===== src/rtl/div_pkg.sv =====
// Shared definitions for the restoring divider: FSM state encoding.
package div_pkg;

  localparam logic [1:0] ST_IDLE = 2'd0;
  localparam logic [1:0] ST_PREP = 2'd1;
  localparam logic [1:0] ST_LOOP = 2'd2;
  localparam logic [1:0] ST_FIX  = 2'd3;

  typedef enum logic [1:0] {
    IDLE = ST_IDLE,
    PREP = ST_PREP,
    LOOP = ST_LOOP,
    FIX  = ST_FIX
  } state_t;

endpackage


===== src/rtl/div_restoring_n_if.sv =====
// Request/result bundle of the restoring divider, plus the FSM state for observation.
interface div_restoring_n_if #(parameter int WIDTH = 32) ();
  import div_pkg::*;

  // Handshake: start is sampled only on an edge where busy is 0. Operands latch
  // on that edge. busy stays high until results are loaded, then done pulses for
  // one cycle; q_out/r_out/div_zero hold until the next operation completes.
  logic [WIDTH-1:0] a_in;
  logic [WIDTH-1:0] b_in;
  logic             signed_op;
  logic             start;
  logic [WIDTH-1:0] q_out;
  logic [WIDTH-1:0] r_out;
  logic             busy;
  logic             done;
  logic             div_zero;
  state_t           dbg_state;

  modport master (
    output a_in, b_in, signed_op, start,
    input  q_out, r_out, busy, done, div_zero, dbg_state
  );

  modport slave (
    input  a_in, b_in, signed_op, start,
    output q_out, r_out, busy, done, div_zero, dbg_state
  );

endinterface


===== src/rtl/div_rest_step.sv =====
// One restoring division step: trial subtract of the divisor from {remainder, next bit}.
module div_rest_step #(
  parameter int WIDTH = 32
) (
  input  logic [WIDTH-1:0] rem_i,
  input  logic             bit_i,
  input  logic [WIDTH-1:0] dvs_i,
  output logic [WIDTH-1:0] rem_o,
  output logic             q_bit_o
);

  logic [WIDTH:0] partial;
  logic [WIDTH:0] trial;
  logic           borrow;
  logic           step_unused;

  assign partial = {rem_i, bit_i};
  assign {borrow, trial} = {1'b0, partial} - {2'b00, dvs_i};
  assign q_bit_o = ~borrow;

  // Remainder stays below the divisor, so the top bit is always zero after selection.
  assign rem_o = borrow ? partial[WIDTH-1:0] : trial[WIDTH-1:0];
  assign step_unused = partial[WIDTH] ^ trial[WIDTH];

endmodule


===== src/rtl/div_restoring_n.sv =====
// Multi-cycle restoring divider (signed/unsigned) with IDLE/PREP/LOOP/FIX control.
module div_restoring_n
  import div_pkg::*;
#(
  parameter int WIDTH = 32
) (
  input  logic          clk,
  input  logic          rstLow,
  div_restoring_n_if.slave bus
);

  localparam int CW = $clog2(WIDTH) + 1;
  localparam logic [CW-1:0] LAST_ITER = CW'(WIDTH - 1);

  state_t state_q, state_d;

  logic [WIDTH-1:0] a_q, b_q;
  logic             sgn_q;
  logic [WIDTH-1:0] dvd_q, dvs_q, rem_q;
  logic             qneg_q, rneg_q;
  logic [CW-1:0]    cnt_q;
  logic [WIDTH-1:0] q_res_q, r_res_q;
  logic             dz_res_q, done_q;

  logic ld_op, ld_prep, ld_step, ld_fix, busy;

  logic [WIDTH-1:0] a_mag, b_mag, rem_nx, q_fix, r_fix;
  logic             q_bit, dz;

  always_ff @(posedge clk or negedge rstLow) begin
    if (!rstLow) state_q <= IDLE;
    else         state_q <= state_d;
  end

  always_comb begin
    state_d = state_q;
    case (state_q)
      IDLE:    if (bus.start) state_d = PREP;
      PREP:    state_d = (b_q == '0) ? FIX : LOOP;
      LOOP:    if (cnt_q == LAST_ITER) state_d = FIX;
      FIX:     state_d = IDLE;
      default: state_d = IDLE;
    endcase
  end

  always_comb begin
    ld_op   = (state_q == IDLE) && bus.start;
    ld_prep = (state_q == PREP);
    ld_step = (state_q == LOOP);
    ld_fix  = (state_q == FIX);
    busy    = (state_q != IDLE);
  end

  // Magnitudes: the most-negative value maps to 2^(WIDTH-1), which is correct unsigned.
  assign a_mag = (sgn_q && a_q[WIDTH-1]) ? -a_q : a_q;
  assign b_mag = (sgn_q && b_q[WIDTH-1]) ? -b_q : b_q;

  div_rest_step #(.WIDTH(WIDTH)) u_step (
    .rem_i   (rem_q),
    .bit_i   (dvd_q[WIDTH-1]),
    .dvs_i   (dvs_q),
    .rem_o   (rem_nx),
    .q_bit_o (q_bit)
  );

  // Zero divisor returns all-ones quotient and the untouched original dividend.
  assign dz    = (b_q == '0);
  assign q_fix = dz ? '1  : (qneg_q ? -dvd_q : dvd_q);
  assign r_fix = dz ? a_q : (rneg_q ? -rem_q : rem_q);

  always_ff @(posedge clk or negedge rstLow) begin
    if (!rstLow) begin
      a_q      <= '0;
      b_q      <= '0;
      sgn_q    <= 1'b0;
      dvd_q    <= '0;
      dvs_q    <= '0;
      rem_q    <= '0;
      qneg_q   <= 1'b0;
      rneg_q   <= 1'b0;
      cnt_q    <= '0;
      q_res_q  <= '0;
      r_res_q  <= '0;
      dz_res_q <= 1'b0;
      done_q   <= 1'b0;
    end else begin
      done_q <= ld_fix;
      if (ld_op) begin
        a_q   <= bus.a_in;
        b_q   <= bus.b_in;
        sgn_q <= bus.signed_op;
      end
      if (ld_prep) begin
        dvd_q  <= a_mag;
        dvs_q  <= b_mag;
        rem_q  <= '0;
        cnt_q  <= '0;
        qneg_q <= sgn_q & (a_q[WIDTH-1] ^ b_q[WIDTH-1]);
        rneg_q <= sgn_q & a_q[WIDTH-1];
      end
      if (ld_step) begin
        rem_q <= rem_nx;
        dvd_q <= {dvd_q[WIDTH-2:0], q_bit};
        cnt_q <= cnt_q + CW'(1);
      end
      if (ld_fix) begin
        q_res_q  <= q_fix;
        r_res_q  <= r_fix;
        dz_res_q <= dz;
      end
    end
  end

  assign bus.q_out     = q_res_q;
  assign bus.r_out     = r_res_q;
  assign bus.div_zero  = dz_res_q;
  assign bus.busy      = busy;
  assign bus.done      = done_q;
  assign bus.dbg_state = state_q;

endmodule


===== src/flat_wrapper.sv =====
// flat-port wrapper written by rule: the top's interface ports become plain ports
module div_restoring_n_flat import div_pkg::*;
#(
  parameter int WIDTH = 32
)
  (clk, rstLow, bus_a_in, bus_b_in, bus_signed_op, bus_start, bus_q_out, bus_r_out, bus_busy, bus_done, bus_div_zero, bus_dbg_state);
  div_restoring_n_if #(.WIDTH(WIDTH)) bus_i ();
  input  logic clk;
  input  logic rstLow;
  input wire logic [$bits(bus_i.a_in)-1:0] bus_a_in;
  input wire logic [$bits(bus_i.b_in)-1:0] bus_b_in;
  input wire logic [$bits(bus_i.signed_op)-1:0] bus_signed_op;
  input wire logic [$bits(bus_i.start)-1:0] bus_start;
  output wire logic [$bits(bus_i.q_out)-1:0] bus_q_out;
  output wire logic [$bits(bus_i.r_out)-1:0] bus_r_out;
  output wire logic [$bits(bus_i.busy)-1:0] bus_busy;
  output wire logic [$bits(bus_i.done)-1:0] bus_done;
  output wire logic [$bits(bus_i.div_zero)-1:0] bus_div_zero;
  output wire logic [$bits(bus_i.dbg_state)-1:0] bus_dbg_state;
  assign bus_i.a_in = bus_a_in;
  assign bus_i.b_in = bus_b_in;
  assign bus_i.signed_op = bus_signed_op;
  assign bus_i.start = bus_start;
  assign bus_q_out = bus_i.q_out;
  assign bus_r_out = bus_i.r_out;
  assign bus_busy = bus_i.busy;
  assign bus_done = bus_i.done;
  assign bus_div_zero = bus_i.div_zero;
  assign bus_dbg_state = bus_i.dbg_state;
  div_restoring_n #(.WIDTH(WIDTH)) u_core (.clk(clk), .rstLow(rstLow), .bus(bus_i));
endmodule

===== config.mk =====
export PLATFORM = sky130hd
export DESIGN_NAME = div_restoring_n_flat
export DESIGN_NICKNAME = d
export VERILOG_FILES = /design/src/rtl/div_pkg.sv /design/src/rtl/div_restoring_n_if.sv /design/src/rtl/div_rest_step.sv /design/src/rtl/div_restoring_n.sv /design/src/flat_wrapper.sv
export SDC_FILE = /design/constraint.sdc
export NUM_CORES = 1
export LEC_CHECK = 0
export CAP_MARGIN = 30
export CORE_ASPECT_RATIO = 1.5
export CORE_UTILIZATION = 29
export DETAILED_ROUTE_END_ITERATION = 16
export SLEW_MARGIN = 15
export SYNTH_ARGS = -nofsm -noshare
export SYNTH_HDL_FRONTEND = slang
export SYNTH_SLANG_ARGS = --single-unit

===== constraint.sdc =====
create_clock -name clk -period 8 [get_ports clk]
set_input_delay 1.6 -clock clk [delete_from_list [all_inputs] [get_ports clk]]
set_output_delay 1.6 -clock clk [all_outputs]
set_load 0.01 [all_outputs]

==> PnR_summary.wiki <==
{| class="wikitable"
! Metric !! Value
|-
| Status || finished clean
|-
| Number of antenna violations at the first check in global routing || 0
|-
| Final-report hold violation count || 0
|-
| Aggregate routed wire length || 36000 microns
|-
| Hold buffers post-CTS || 0
|-
| Width of the die || 181 microns
|-
| Placed insts || roughly 2100
|-
| TritonCTS clock tree || yes
|-
| Leakage Power || 7.18 nW
|-
| Pin count of the biggest net entering global routing || 121
|-
| Die Outline Area || 0.0492 sq mm
|-
| Depth of the worst register-to-register path || 11
|-
| Fraction of layout cells with a size suffix above 1 || 0.126
|-
| Wire length of the first global-routing pass || 57900 microns
|-
| Std cell rows || 98
|-
| Post-synthesis share of cell area spent on full adders, half adders and majority gates || 0.0390
|-
| IR drop worst, VDD || around 170 uV
|-
| Post-synth EDFFs || 0
|-
| Maximum fanout encountered on the critical timing path || 37
|-
| Fraction of synthesized area in multiplexers || 0.121
|-
| Post-route cell area || 0.0168 sq mm
|-
| Setup WS pre-CTS || 4.31 ns
|-
| Sequential cell area fraction in the yosys report || 0.424
|-
| Main combinational cell family by area after synthesis || compound AO/OA/AOI/OAI gates
|-
| Fin cells || 2184
|-
| Starting Density || 0.294
|-
| Share of synthesized flip-flops with an asynchronous set or reset || 1.00
|-
| Net count after synthesis || between 1500 and 2000
|-
| Worst rel slew slack || 0.347
|-
| Clock Latency Late Sink || 0.54 ns
|-
| Post-Syn Area per Cell || 9.53 sq um
|-
| Number of clock buffers inserted by TritonCTS || 25
|-
| CP endpoint kind || register
|-
| Routed via count divided by cell count || just under 5
|-
| Worst setup path category || reg2reg
|-
| Worst Path Arrival || 4.24 ns
|-
| Count of final max-slew check failures || 0
|-
| Max-cap violation count || 0
|-
| Detailed placer's ending HPWL || around 27000 microns
|-
| Synth Area in Compound Gates || 0.159
|-
| Per-cell routed wire length || 16.5 microns
|-
| Total of buffers placed on input and output ports || between 100 and 150
|-
| Yosys synthesis warning count || 0
|-
| Routability cong. || 0.893
|-
| Area Overhead vs Synth || 20.2%
|-
| CP required || 8.46 ns
|-
| Final routed DRC violation total || 0
|-
| IO Count || 137
|-
| Via Count || 10857
|-
| Number of global-route vias before repair || 10989
|-
| Final setup fails || 0
|-
| Startpoint types || register
|-
| Number of storage elements in the synthesis netlist || 237
|-
| Total standard cell area after synthesis || 0.0140 sq mm
|-
| Transition time of the tightest slew-check pin || 0.980 ns
|-
| RSZ-0062 raised after global routing || no
|-
| Dpl cell area || ~0.016 sq mm
|-
| Max Fclk || between 200 and 300 MHz
|-
| Vertical die dimension || 271 microns
|-
| Total routing usage reported by global routing || 0.146
|-
| Clock transition at the register clock pins on the worst setup and hold paths after CTS || 0.06 ns
|-
| Power density over cell area || 381 mW/mm^2
|-
| Worst setup margin || 4.22 ns
|-
| Number of instances in the synthesized netlist || 1469
|-
| Cell depth of the worst min-delay path || 1
|-
| Total Power Consumption || between 6 and 7 mW
|-
| Dominant synthesized flop cell || sky130_fd_sc_hd__dfrtp_1
|-
| Post-cts repair resize count || 0
|-
| Initial DRT Pass Iterations || 7
|-
| Final period demand of the worst path || between 3 and 4 ns
|-
| Clock root buffer master || sky130_fd_sc_hd__clkbuf_16
|-
| Simple logic cell fraction of the synthesized area || 0.122
|-
| H-tree levels || 1
|-
| Setup TNS || 0 ns
|-
| Postcts setup bufs || 0
|-
| Count of distinct cell types in the synthesized netlist || 60
|-
| Area of the core || 0.0477 sq mm
|-
| Antenna diodes || 0
|-
| Synth Area in XOR/XNOR || 0.0919
|-
| Initial detailed-routing violation count || 659
|-
| Final-stage net count || 1680
|-
| Post-route antenna net violation count || 0
|-
| Final Cycle Share || 0.473
|-
| Total gr overflow || 0
|-
| Clock Path Buffers || 3
|-
| Post-route worst hold slack || 0.511 ns
|-
| Clock sink count || 237
|-
| Final core utilization || 0.353
|-
| Fin Clk Skew || 0.0172 ns
|-
| Min-Delay Path Class || reg2reg
|}
-- power breakdown --
group | switching [mW] | internal, mW
registers | 0.569 | 1.70
clock network | 0.482 | 0.722
logic | 1.49 | 1.44
-- layer usage --
metal	global-route usage	up-vias	wire, microns
met5	0	-	0
met3	0.0213	74	1370
li1	-	5384	-
met4	0.0595	0	1250
met2	0.265	222	18200
met1	0.169	5177	15100
-- path summary, 6_finish.rpt --
kind | from | end | slack (ns)
setup / recovery | u_core.rem_q[9] | u_core.rem_q[0] | 4.22
hold / removal | u_core.bus.q_out[25] | u_core.bus.q_out[25] | 0.51
setup reg to reg | u_core.rem_q[9] | u_core.rem_q[0] | 4.22
hold reg to reg | u_core.bus.q_out[25] | u_core.bus.q_out[25] | 0.51
max in group asynchronous | rstLow | u_core.bus.r_out[17] | 5.70
min in group asynchronous | rstLow | u_core.a_q[22] | 1.09
-- critical path, cell delays in order (launching register included) --
cell and delay (ns):
sky130_fd_sc_hd__dfrtp_1 0.41, sky130_fd_sc_hd__ha_1 0.41, sky130_fd_sc_hd__a211oi_1 0.29, sky130_fd_sc_hd__nor2_1 0.11, sky130_fd_sc_hd__o31ai_1 0.30, sky130_fd_sc_hd__nand3_1 0.12, sky130_fd_sc_hd__o21ai_1 0.44, sky130_fd_sc_hd__o21ai_0 0.32
sky130_fd_sc_hd__a221oi_4 0.28, sky130_fd_sc_hd__buf_4 0.50, sky130_fd_sc_hd__mux2_2 0.40, sky130_fd_sc_hd__o22ai_1 0.10
-- Yosys cell counts, types with 4 or more instances --
cell type	instances	area (sq um)
sky130_fd_sc_hd__o21ai_0	107	536
sky130_fd_sc_hd__a21o_1	7	52.6
sky130_fd_sc_hd__or4_1	9	67.6
sky130_fd_sc_hd__nor4_1	10	62.6
sky130_fd_sc_hd__xnor2_1	81	709
sky130_fd_sc_hd__or3_1	13	81.3
sky130_fd_sc_hd__ha_1	42	526
sky130_fd_sc_hd__xor2_1	66	578
sky130_fd_sc_hd__mux2i_1	29	290
sky130_fd_sc_hd__o31ai_1	28	210
sky130_fd_sc_hd__clkbuf_1	66	248
sky130_fd_sc_hd__nand3_1	22	110
sky130_fd_sc_hd__and3_1	9	56.3
sky130_fd_sc_hd__o211ai_1	10	75.1
sky130_fd_sc_hd__nor2_1	120	450
sky130_fd_sc_hd__o22ai_1	24	150
sky130_fd_sc_hd__o21bai_1	4	30.0
sky130_fd_sc_hd__buf_2	8	40.0
sky130_fd_sc_hd__nand4_1	9	56.3
sky130_fd_sc_hd__nand2_1	119	447
sky130_fd_sc_hd__dfrtp_1	237	5930
sky130_fd_sc_hd__mux2_2	125	1410
sky130_fd_sc_hd__and2_1	5	31.3
sky130_fd_sc_hd__a211oi_1	4	30.0
sky130_fd_sc_hd__a31oi_1	36	225
sky130_fd_sc_hd__o41ai_1	11	96.3
sky130_fd_sc_hd__o21ai_1	9	45.0
sky130_fd_sc_hd__o22a_1	6	52.6
sky130_fd_sc_hd__a21oi_1	94	470
sky130_fd_sc_hd__nand2b_1	8	50.1
sky130_fd_sc_hd__nor3_1	18	90.1
sky130_fd_sc_hd__inv_1	80	300
sky130_fd_sc_hd__nor2b_1	6	37.5
sky130_fd_sc_hd__or2_2	4	25.0
-- flip-flops by register name, indices dropped and copies added (netlist names) --
signal,count
u_core.sgn_q,1
u_core.cnt_q,6
u_core.bus.div_zero,1
u_core.b_q,32
u_core.bus.r_out,32
u_core.qneg_q,1
u_core.rem_q,32
u_core.dvd_q,32
u_core.dvs_q,32
u_core.a_q,32
u_core.bus.q_out,32
u_core.rneg_q,1
u_core.bus.dbg_state,2
u_core.bus.done,1
-- layout make-up --
class,instances,area (sq um)
inverter,80,300
clock buffer,36,727
timing repair buffer,150,1520
fill,4792,30900
clock inverter,6,105
sequential,237,5930
multi-input combinational,1075,7510
tap,600,751
-- cell usage in the layout, fill, tap and decap left out, types with 10 or more instances in the layout --
cell and n:
sky130_fd_sc_hd__nor4_1 10, sky130_fd_sc_hd__or3_1 13, sky130_fd_sc_hd__o41ai_1 11, sky130_fd_sc_hd__mux2i_1 29
sky130_fd_sc_hd__nand2_1 118, sky130_fd_sc_hd__o21ai_0 107, sky130_fd_sc_hd__ha_1 38, sky130_fd_sc_hd__clkdlybuf4s50_1 135
sky130_fd_sc_hd__nand3_1 22, sky130_fd_sc_hd__buf_4 10, sky130_fd_sc_hd__clkbuf_16 25, sky130_fd_sc_hd__o211ai_1 10
sky130_fd_sc_hd__nor2_1 120, sky130_fd_sc_hd__xnor2_1 81, sky130_fd_sc_hd__xor2_1 66, sky130_fd_sc_hd__nor3_1 18
sky130_fd_sc_hd__o31ai_1 28, sky130_fd_sc_hd__mux2_2 125, sky130_fd_sc_hd__o22ai_1 24, sky130_fd_sc_hd__dfrtp_1 237
sky130_fd_sc_hd__a31oi_1 36, sky130_fd_sc_hd__a21oi_1 94, sky130_fd_sc_hd__inv_1 80
-- cells by family after synthesis --
logic type / after synthesis
adder cells (fa/ha/maj): 43
AO/OA/AOI/OAI: 366
AND/OR/NAND/NOR: 365
multiplexers: 154
XOR/XNOR: 147
buffers and inverters: 157
flip-flops: 237
No activity file was read; power rests on OpenSTA's default activity.
